$ cat src/rtl/arb_mux2to1_pkg.sv
// Shared constants for the two-source arbitrated merge.
//   SRC0 / SRC1 : source identifiers carried alongside data (out_src encoding)
//   FifoDepth   : number of entries in the output FIFO
//   CntW        : width of the FIFO occupancy counter (holds 0..FifoDepth)
//   FifoFull    : occupancy value meaning "no free slot"
package arb_mux2to1_pkg;

  localparam logic SRC0 = 1'b0;
  localparam logic SRC1 = 1'b1;

  localparam int unsigned FifoDepth = 2;
  localparam int unsigned CntW      = $clog2(FifoDepth + 1);

  localparam logic [CntW-1:0] FifoFull = CntW'(FifoDepth);

endpackage

$ cat src/rtl/rr_arbiter2.sv
// Two-requester round-robin arbiter, purely combinational.
//   req[1:0]   : request from source 1 (bit 1) and source 0 (bit 0)
//   last_grant : source granted by the most recent accepted transfer
//   grant[1:0] : one-hot grant, or zero when nothing is requested
// A lone requester always wins; on contention the source that did not win
// last time is granted.
module rr_arbiter2
  import arb_mux2to1_pkg::*;
(
  input  logic [1:0] req,
  input  logic       last_grant,
  output logic [1:0] grant
);

  always_comb begin
    grant = 2'b00;
    unique case (req)
      2'b01:   grant = 2'b01;
      2'b10:   grant = 2'b10;
      2'b11:   grant = (last_grant == SRC0) ? 2'b10 : 2'b01;
      default: grant = 2'b00;
    endcase
  end

endmodule

$ cat src/rtl/arb_mux2to1.sv
// Round-robin merge of two valid/ready sources into one output stream
// through a 2-entry FIFO of {data, src}.
//   clk, rst_n                      : clock, asynchronous active-low reset
//   in0_valid/in0_data/in0_ready    : source-0 handshake
//   in1_valid/in1_data/in1_ready    : source-1 handshake
//   out_valid/out_data/out_src      : FIFO head (out_src: 0 = source 0, 1 = source 1)
//   out_ready                       : output consumer ready
// out_data/out_src come from dedicated registers so they hold their last
// value while the FIFO is empty and have no combinational path from inputs.
module arb_mux2to1
  import arb_mux2to1_pkg::*;
#(
  parameter int unsigned N = 32
) (
  input  logic         clk,
  input  logic         rst_n,
  input  logic         in0_valid,
  input  logic [N-1:0] in0_data,
  output logic         in0_ready,
  input  logic         in1_valid,
  input  logic [N-1:0] in1_data,
  output logic         in1_ready,
  output logic         out_valid,
  output logic [N-1:0] out_data,
  output logic         out_src,
  input  logic         out_ready
);

  logic [CntW-1:0] count_q, count_d;
  logic            rd_ptr_q, rd_ptr_d;
  logic            wr_ptr_q, wr_ptr_d;
  logic [N-1:0]    mem_data_q [FifoDepth];
  logic [N-1:0]    mem_data_d [FifoDepth];
  logic            mem_src_q  [FifoDepth];
  logic            mem_src_d  [FifoDepth];
  logic [N-1:0]    out_data_q, out_data_d;
  logic            out_src_q, out_src_d;
  logic            last_grant_q, last_grant_d;

  logic [1:0]   grant;
  logic         can_push;
  logic         push;
  logic         pop;
  logic         push_src;
  logic [N-1:0] push_data;

  rr_arbiter2 u_arb (
    .req        ({in1_valid, in0_valid}),
    .last_grant (last_grant_q),
    .grant      (grant)
  );

  // A full FIFO can still take a push when the head leaves in the same cycle.
  // rst_n gates readiness so nothing is offered while reset is held.
  assign can_push  = rst_n & ((count_q != FifoFull) | out_ready);
  assign in0_ready = grant[0] & can_push;
  assign in1_ready = grant[1] & can_push;

  assign push      = (in0_valid & in0_ready) | (in1_valid & in1_ready);
  assign out_valid = (count_q != '0);
  assign pop       = out_valid & out_ready;

  assign push_src  = grant[1] ? SRC1 : SRC0;
  assign push_data = grant[1] ? in1_data : in0_data;

  assign out_data  = out_data_q;
  assign out_src   = out_src_q;

  always_comb begin
    mem_data_d   = mem_data_q;
    mem_src_d    = mem_src_q;
    wr_ptr_d     = wr_ptr_q;
    rd_ptr_d     = rd_ptr_q;
    count_d      = count_q;
    last_grant_d = last_grant_q;
    out_data_d   = out_data_q;
    out_src_d    = out_src_q;

    if (push) begin
      // When full with a pop, wr_ptr == rd_ptr: the slot being vacated is reused.
      mem_data_d[wr_ptr_q] = push_data;
      mem_src_d[wr_ptr_q]  = push_src;
      wr_ptr_d             = ~wr_ptr_q;
      last_grant_d         = push_src;
    end
    if (pop) begin
      rd_ptr_d = ~rd_ptr_q;
    end

    unique case ({push, pop})
      2'b10:   count_d = count_q + 1'b1;
      2'b01:   count_d = count_q - 1'b1;
      default: count_d = count_q;
    endcase

    // Preload the next head so it is visible in the cycle after acceptance.
    if (count_d != '0) begin
      out_data_d = mem_data_d[rd_ptr_d];
      out_src_d  = mem_src_d[rd_ptr_d];
    end
  end

  always_ff @(posedge clk or negedge rst_n) begin
    if (!rst_n) begin
      count_q      <= '0;
      rd_ptr_q     <= 1'b0;
      wr_ptr_q     <= 1'b0;
      out_data_q   <= '0;
      out_src_q    <= SRC0;
      last_grant_q <= SRC1;
      for (int i = 0; i < FifoDepth; i++) begin
        mem_data_q[i] <= '0;
        mem_src_q[i]  <= SRC0;
      end
    end else begin
      count_q      <= count_d;
      rd_ptr_q     <= rd_ptr_d;
      wr_ptr_q     <= wr_ptr_d;
      out_data_q   <= out_data_d;
      out_src_q    <= out_src_d;
      last_grant_q <= last_grant_d;
      mem_data_q   <= mem_data_d;
      mem_src_q    <= mem_src_d;
    end
  end

endmodule

$ cat config.mk
export PLATFORM = sky130hd
export DESIGN_NAME = arb_mux2to1
export DESIGN_NICKNAME = d
export VERILOG_FILES = /design/src/rtl/arb_mux2to1_pkg.sv /design/src/rtl/rr_arbiter2.sv /design/src/rtl/arb_mux2to1.sv
export SDC_FILE = /design/constraint.sdc
export NUM_CORES = 1
export LEC_CHECK = 0
export CAP_MARGIN = 10
export CORE_MARGIN = 2
export CORE_UTILIZATION = 53
export CTS_CLUSTER_SIZE = 12
export DETAILED_ROUTE_END_ITERATION = 12
export PLACE_DENSITY_LB_ADDON = 0.12
export SLEW_MARGIN = 40
export SYNTH_ARGS = -nofsm -noshare
export SYNTH_HDL_FRONTEND = slang
export SYNTH_SLANG_ARGS = --single-unit
$ cat constraint.sdc
create_clock -name clk -period 3.9 [get_ports clk]
set_input_delay 0.78 -clock clk [delete_from_list [all_inputs] [get_ports clk]]
set_output_delay 0.78 -clock clk [all_outputs]
set_load 0.01 [all_outputs]
==> impl_metrics.yaml, run 1 <==
yosys:
  ys_seq_area_frac: 0.4598
  async_reset_ff_frac: 1.000
  synth_edf_count: 0
  syn-num-nets: 647
  synth_ff_type: "dfrtp_1"
  synth_top_area_cell: "dfrtp_1"
  synthTopCellsByArea: "dfrtp_1 46%, a41oi_2 8.3%, nor2_1 6.6%"
  synth_area_per_cell_um2: 9.814
  syn_inst: 577
  synth_seq_cells: 104
  synth_cell_types: 38
  synth_top_area_share: 0.4551
  yosysWarnings: 0
  netlist_area_mm2: 0.005663
critical_path:
  reg2reg_slack_ns: 1.19
  worstSetupPathType: "input pin to primary output"
  slowest_stage: "clkdlybuf4s50_1"
  r2r-end: "out_data[19]"
  cp_cell_sequence: "clkdlybuf4s50_1 -> a21boi_4 -> and3_1 -> clkdlybuf4s50_1"
  startpoint_type: "input pin"
  cp-end-kind: "primary output"
  cp.arrival_ns: 2.44
  path_delay_family: "buffers and inverters"
  timing.rr.start: "count_q[0]"
  critPathMaxFanout: 5
  path_common_cell: "clkdlybuf4s50_1"
  crit_required_ns: 3.12
  path_buf_inv: 2
  critical_path.max_stage_delay_ns: 0.59
  worst-r2r-cell-count: 9
clocking:
  post_cts_buffers: 0
  cts_tree: "built"
  cts_hold_buf: 0
  cts-root-buf: "clkbuf_8"
  numCtsBuffers: 9
  ctsResizeCount: 0
  cts.clk_slew.worst_paths_ns: 0.11
  clkLatencyLatePin_ns: 0.38
  clockBufferDepth: 2
  cts.sinks: 104
  cts-htree-levels: 3
pwr:
  power.internal_uw: 3501
  powerDensity_mw_per_mm2: 868.1
  p_sw_uw: 2544
  seq_power_share: 0.331
  p_sw_frac: 0.4209
  clockPowerShare: 0.114
  pwr-share-comb: 0.556
  cellLeakagePower_uw: 0.002651
  irDropWorstVdd_mv: 0.4753
floorplanning:
  start_util: 0.5461
  placementRows: 37
  core_area_mm2: 0.01037
  die_area_mm2: 0.01153
  die_y_um: 107.4
  die_x_um: 107.4
  io_pins: 105
sta:
  fin_skew_ns: 0.01492
  drv_slew: 0
  setup_viol: 0
  slew_headroom: 0.5371
  worstMarginPinSlew_ns: 0.6943
  fin_tns_setup_ns: 0
  fin_crit_ns: 3.220
  final.period_utilization: 0.8257
  rsz0062_at_grt: "false"
  hold_viol_final: 0
  fin_ws_ns: 0.6797
  max_freq_mhz: 310.5
global_routing:
  grt_pass1_vias: 4656
  grt_pass1_wl_um: 22560
  grt-ovfl-total: 0
  grt_max_degree: 85
  grt_usage: 0.2481
  grt_antenna_before_repair: 0
drt:
  vias: 4625
  drt_iter0_drc: 232
  routed_wl_um: 13760
  drc_errors: 0
  wire_per_inst_um: 17.24
  drtPass1Iterations: 5
  viasPerCell: 5.796
  ant_nets: 0
placement:
  dpl_cell_area_mm2: 0.006766
  pre_cts_ws_ns: 0.4791
  dp_hpwl_um: 8700
  gp_congestion: 0.7427
  port_buffers: 104
min_path:
  hold_class: "input pin to asynchronous set/reset pin"
cells_and_area:
  nFillCells: 827
  layout.nets: 727
  design_area_mm2: 0.006963
  drive_gt1_frac: 0.1148
  syn_to_final_growth_pct: 22.96
  fin_util: 0.6715
  antenna_cells: 0
status:
  outcome: "completed"
run:
  maxCapViolations: 0
state kept, by name, indices dropped and copies added, names as in the netlist:
signal and count:
rd_ptr_q 1, mem_data_q 64, last_grant_q 1, count_q 2, wr_ptr_q 1, out_src 1
mem_src_q 2, out_data 32
metal layers:
layer | vias to the layer above | track usage | share of wire
li1 | 2200 | - | -
met1 | 2285 | 0.3133 | 0.42
met2 | 129 | 0.4335 | 0.51
met3 | 11 | 0.04479 | 0.051
met4 | 0 | 0.07784 | 0.012
met5 | - | 0 | 0
per-stage QoR:
stage | hold slack (ns) | cells | total power (uW)
after global routing | 0.2960 | 798 | 6489
after CTS | 0.2881 | 798 | 6077
after global placement | 0.4878 | 781 | 5159
after floorplan | 0.4720 | 577 | 4321
after detailed placement | 0.4886 | 782 | 5374
final | 0.2902 | 798 | 6044
worst max-delay path by stage:
| stage | from | end | slack [ns] | cells after the start |
|---|---|---|---|---|
| after CTS | in1_valid | in1_ready | 0.67 | 4 |
| after global routing | in1_valid | in1_ready | 0.58 | 4 |
| final | in1_valid | in1_ready | 0.68 | 4 |
| after detailed placement | in0_valid | out_data[19] | 0.48 | 9 |
| after floorplan | out_ready | out_data[21] | 0.86 | 11 |
| after global placement | in0_valid | out_data[24] | 0.57 | 9 |
power groups by stage:
stage                     combinational, uW  sequential [uW]  clock [uW]
after CTS                              3370             2000         707
after global routing                   3690             2060         736
final                                  3360             2000         686
after global placement                 3160             2000           0
after detailed placement               3360             2010           0
after floorplan                        2310             2010           0
synthesized netlist by cell type (2+ instances only):
cell	instances
a21oi_1	65
mux2i_1	32
o211ai_2	2
and2_1	33
clkbuf_1	14
nand2b_1	32
o21ai_1	27
nor2_1	99
nor3_1	32
inv_1	7
buf_2	17
dfrtp_1	103
buf_4	5
a21o_2	2
xnor2_1	4
a41oi_1	4
a41oi_2	29
o21ai_0	5
a22oi_1	33
buf_1	5
o21ai_2	2
buf_6	9
final cells by class:
| type | instances | area [um2] | share of cell area |
|---|---|---|---|
| inverters | 7 | 26.28 | 0.003774 |
| flip-flops and latches | 104 | 2604 | 0.3739 |
| well taps | 136 | 170.2 | 0.02444 |
| repair buffers | 119 | 1190 | 0.1709 |
| clock buffers | 10 | 127.6 | 0.01833 |
| multi-input cells | 416 | 2779 | 0.3991 |
| clock inverters | 6 | 66.31 | 0.009524 |
kinds of logic after synthesis:
logic type                 after synthesis  synth area share
xor gates and xnor gates                 6           0.01061
DFF                                    104            0.4598
and+or+nand+nor                        204            0.1779
AOI/OAI and AO/OA                      173            0.2362
adders and majority gates                1          0.002209
buffers and inverters                   57           0.05679
muxes                                   32           0.05656
worst register-to-register path, stage by stage (launching register included):
cell and delay [ns]:
dfrtp_1 0.48, or3b_4 0.48, o211ai_4 0.29, ha_1 0.33
xnor2_1 0.14, nor2_1 0.07, a22oi_2 0.18, buf_12 0.35
nor2_1 0.15, a41oi_2 0.17
layout by cell type, fill, tap and decap left out, types with 2 or more instances in the layout:
master / n
and2_1: 33
nand2b_1: 32
a41oi_1: 4
clkdlybuf4s50_1: 103
o21ai_2: 2
clkbuf_8: 10
clkinv_2: 2
nor3_1: 32
nor2_1: 99
nor2_4: 2
inv_6: 2
inv_1: 7
o21ai_1: 27
a41oi_2: 29
buf_4: 13
mux2i_1: 32
o21ai_0: 5
xnor2_1: 4
a21oi_1: 65
a21o_2: 2
dfrtp_1: 103
a22oi_1: 32
No activity file was read; power rests on OpenSTA's default activity.
==> inputs of run 2 (changes only) <==
--- a/config.mk
+++ b/config.mk
@@ -7,7 +7,7 @@
 export LEC_CHECK = 0
 export CAP_MARGIN = 10
 export CORE_MARGIN = 2
-export CORE_UTILIZATION = 53
+export CORE_UTILIZATION = 48
 export CTS_CLUSTER_SIZE = 12
 export DETAILED_ROUTE_END_ITERATION = 12
 export PLACE_DENSITY_LB_ADDON = 0.12
==> constraint.sdc (replaced) <==
create_clock -name clk -period 2.7 [get_ports clk]
set_input_delay 0.54 -clock clk [delete_from_list [all_inputs] [get_ports clk]]
set_output_delay 0.54 -clock clk [all_outputs]
set_load 0.01 [all_outputs]
==> impl_metrics.yaml, run 2 (synthesis results as in run 1) <==
sta:
  worstMarginPinSlew_ns: 0.5819
  rsz0062_at_grt: "false"
  fin_skew_ns: 0.007319
  setup_viol: 0
  max_freq_mhz: 381.5
  fin_crit_ns: 2.621
  final.period_utilization: 0.9707
  fin_tns_setup_ns: 0
  slew_headroom: 0.6121
  drv_slew: 0
  hold_viol_final: 0
clocking:
  clkLatencyLatePin_ns: 0.34
  cts-htree-levels: 3
  cts.sinks: 104
  clockBufferDepth: 2
  numCtsBuffers: 9
  cts_tree: "built"
  cts-root-buf: "clkbuf_16"
  cts.clk_slew.worst_paths_ns: 0.07
run:
  maxCapViolations: 0
floorplanning:
  placementRows: 39
  core_area_mm2: 0.01147
  die_y_um: 112.6
  die_x_um: 112.6
  io_pins: 105
  start_util: 0.4938
  die_area_mm2: 0.01268
critical_path:
  worstSetupPathType: "input pin to primary output"
  crit_required_ns: 2.16
  critPathMaxFanout: 4
  cp-end-kind: "primary output"
  cp.arrival_ns: 2.08
  reg2reg_slack_ns: 0.38
  startpoint_type: "input pin"
placement:
  dp_hpwl_um: 9245
  dp.cells: 820
  port_buffers: 104
  gp_congestion: 0.7535
cells_and_area:
  top_register: "mem_data_q"
  fin_util: 0.6415
  instances_no_fill: 835
  most-common-layout-cells: "103 x dfrtp_1, 102 x clkdlybuf4s50_1, 99 x nor2_1"
  layout.nets: 759
  mostFrequentLayoutCell: "dfrtp_1"
  antenna_cells: 0
  syn_to_final_growth_pct: 29.89
  drive_gt1_frac: 0.1532
  largest_reg_flops: 64
global_routing:
  grt_pass1_vias: 4996
  grt_usage: 0.2361
  grt_max_degree: 68
  grt-ovfl-total: 0
  grt_pass1_wl_um: 24210
  grt_antenna_before_repair: 0
pwr:
  p_total_uw: 9240
  irDropWorstVdd_mv: 0.9847
  powerDensity_mw_per_mm2: 1256
  cellLeakagePower_uw: 0.002870
drt:
  routed_wl_um: 14280
  drc_errors: 0
  vias: 4692
  drtPass1Iterations: 5
  wire_per_inst_um: 17.11
  drt_iter0_drc: 269
  viasPerCell: 5.619
  ant_nets: 0
status:
  outcome: "completed"
min_path:
  hold_class: "flop to flop"
==> run 2: changes by cell type in the layout (fill, tap and decap cells not counted) <==
| cell | change |
|---|---|
| buf_12 | +4 |
| buf_16 | -1 |
| buf_4 | +28 |
| buf_6 | +1 |
| clkbuf_1 | -1 |
| clkbuf_16 | +9 |
| clkbuf_8 | -7 |
| clkdlybuf4s50_1 | -1 |
| clkinv_2 | -2 |
| dlygate4sd3_1 | +1 |
| dlymetal6s2s_1 | +1 |
| inv_6 | -2 |
==> run 2: power breakdown <==
group          switching (uW)  internal [uW]
Sequential                515           2380
Combinational            2640           2370
Clock                     549            786
==> run 2: worst max-delay path, stage by stage <==
cell             delay (ns)
clkdlybuf4s50_1        0.44
or3b_4                 0.42
and3_1                 0.20
clkdlybuf4s50_1        0.48
==> run 2: path summary, 6_finish.rpt <==
path	start	endpoint	cells after the start
worst min register to register	mem_src_q[0]	mem_src_q[0]	1
worst max register to register	count_q[0]	out_data[11]	9
min in group asynchronous	rst_n	out_src	2
worst min-delay path	mem_src_q[0]	mem_src_q[0]	1
max in group asynchronous	rst_n	out_data[10]	4
worst max-delay path	out_ready	in1_ready	4
==> run 2: repair_timing <==
action,4_1_cts,5_1_grt
gates resized for setup,0,1
hold buffers,1,0
hold endpoints to repair,1,0
buffers inserted,0,0
endpoints found under the setup margin,0,1
==> run 2: metal layers <==
metal | global-route usage | routed length (um)
met1 | 0.2975 | 6120
met2 | 0.4132 | 7278
met3 | 0.05400 | 812
met4 | 0.05691 | 72
met5 | 0 | 0
==> run 2: metrics by stage <==
| step | area [um2] | setup slack (ns) | hold slack (ns) |
|---|---|---|---|
| after detailed placement | 7034 | -0.06609 | 0.3547 |
| final | 7356 | 0.07898 | 0.5095 |
| after global routing | 7356 | 0.04240 | 0.5240 |
| after CTS | 7350 | 0.04186 | 0.5109 |
| after floorplan | 5665 | 0.03756 | 0.2444 |
| after global placement | 7034 | -0.008301 | 0.3589 |
==> run 2: area by class of cell <==
| class | instances | area, um2 |
|---|---|---|
| timing repair buffer | 151 | 1463 |
| clock buffer | 12 | 266.5 |
| tap | 143 | 178.9 |
| sequential | 104 | 2604 |
| fill | 959 | 4111 |
| inverter | 7 | 26.28 |
| multi-input combinational | 416 | 2779 |
| clock inverter | 2 | 38.79 |
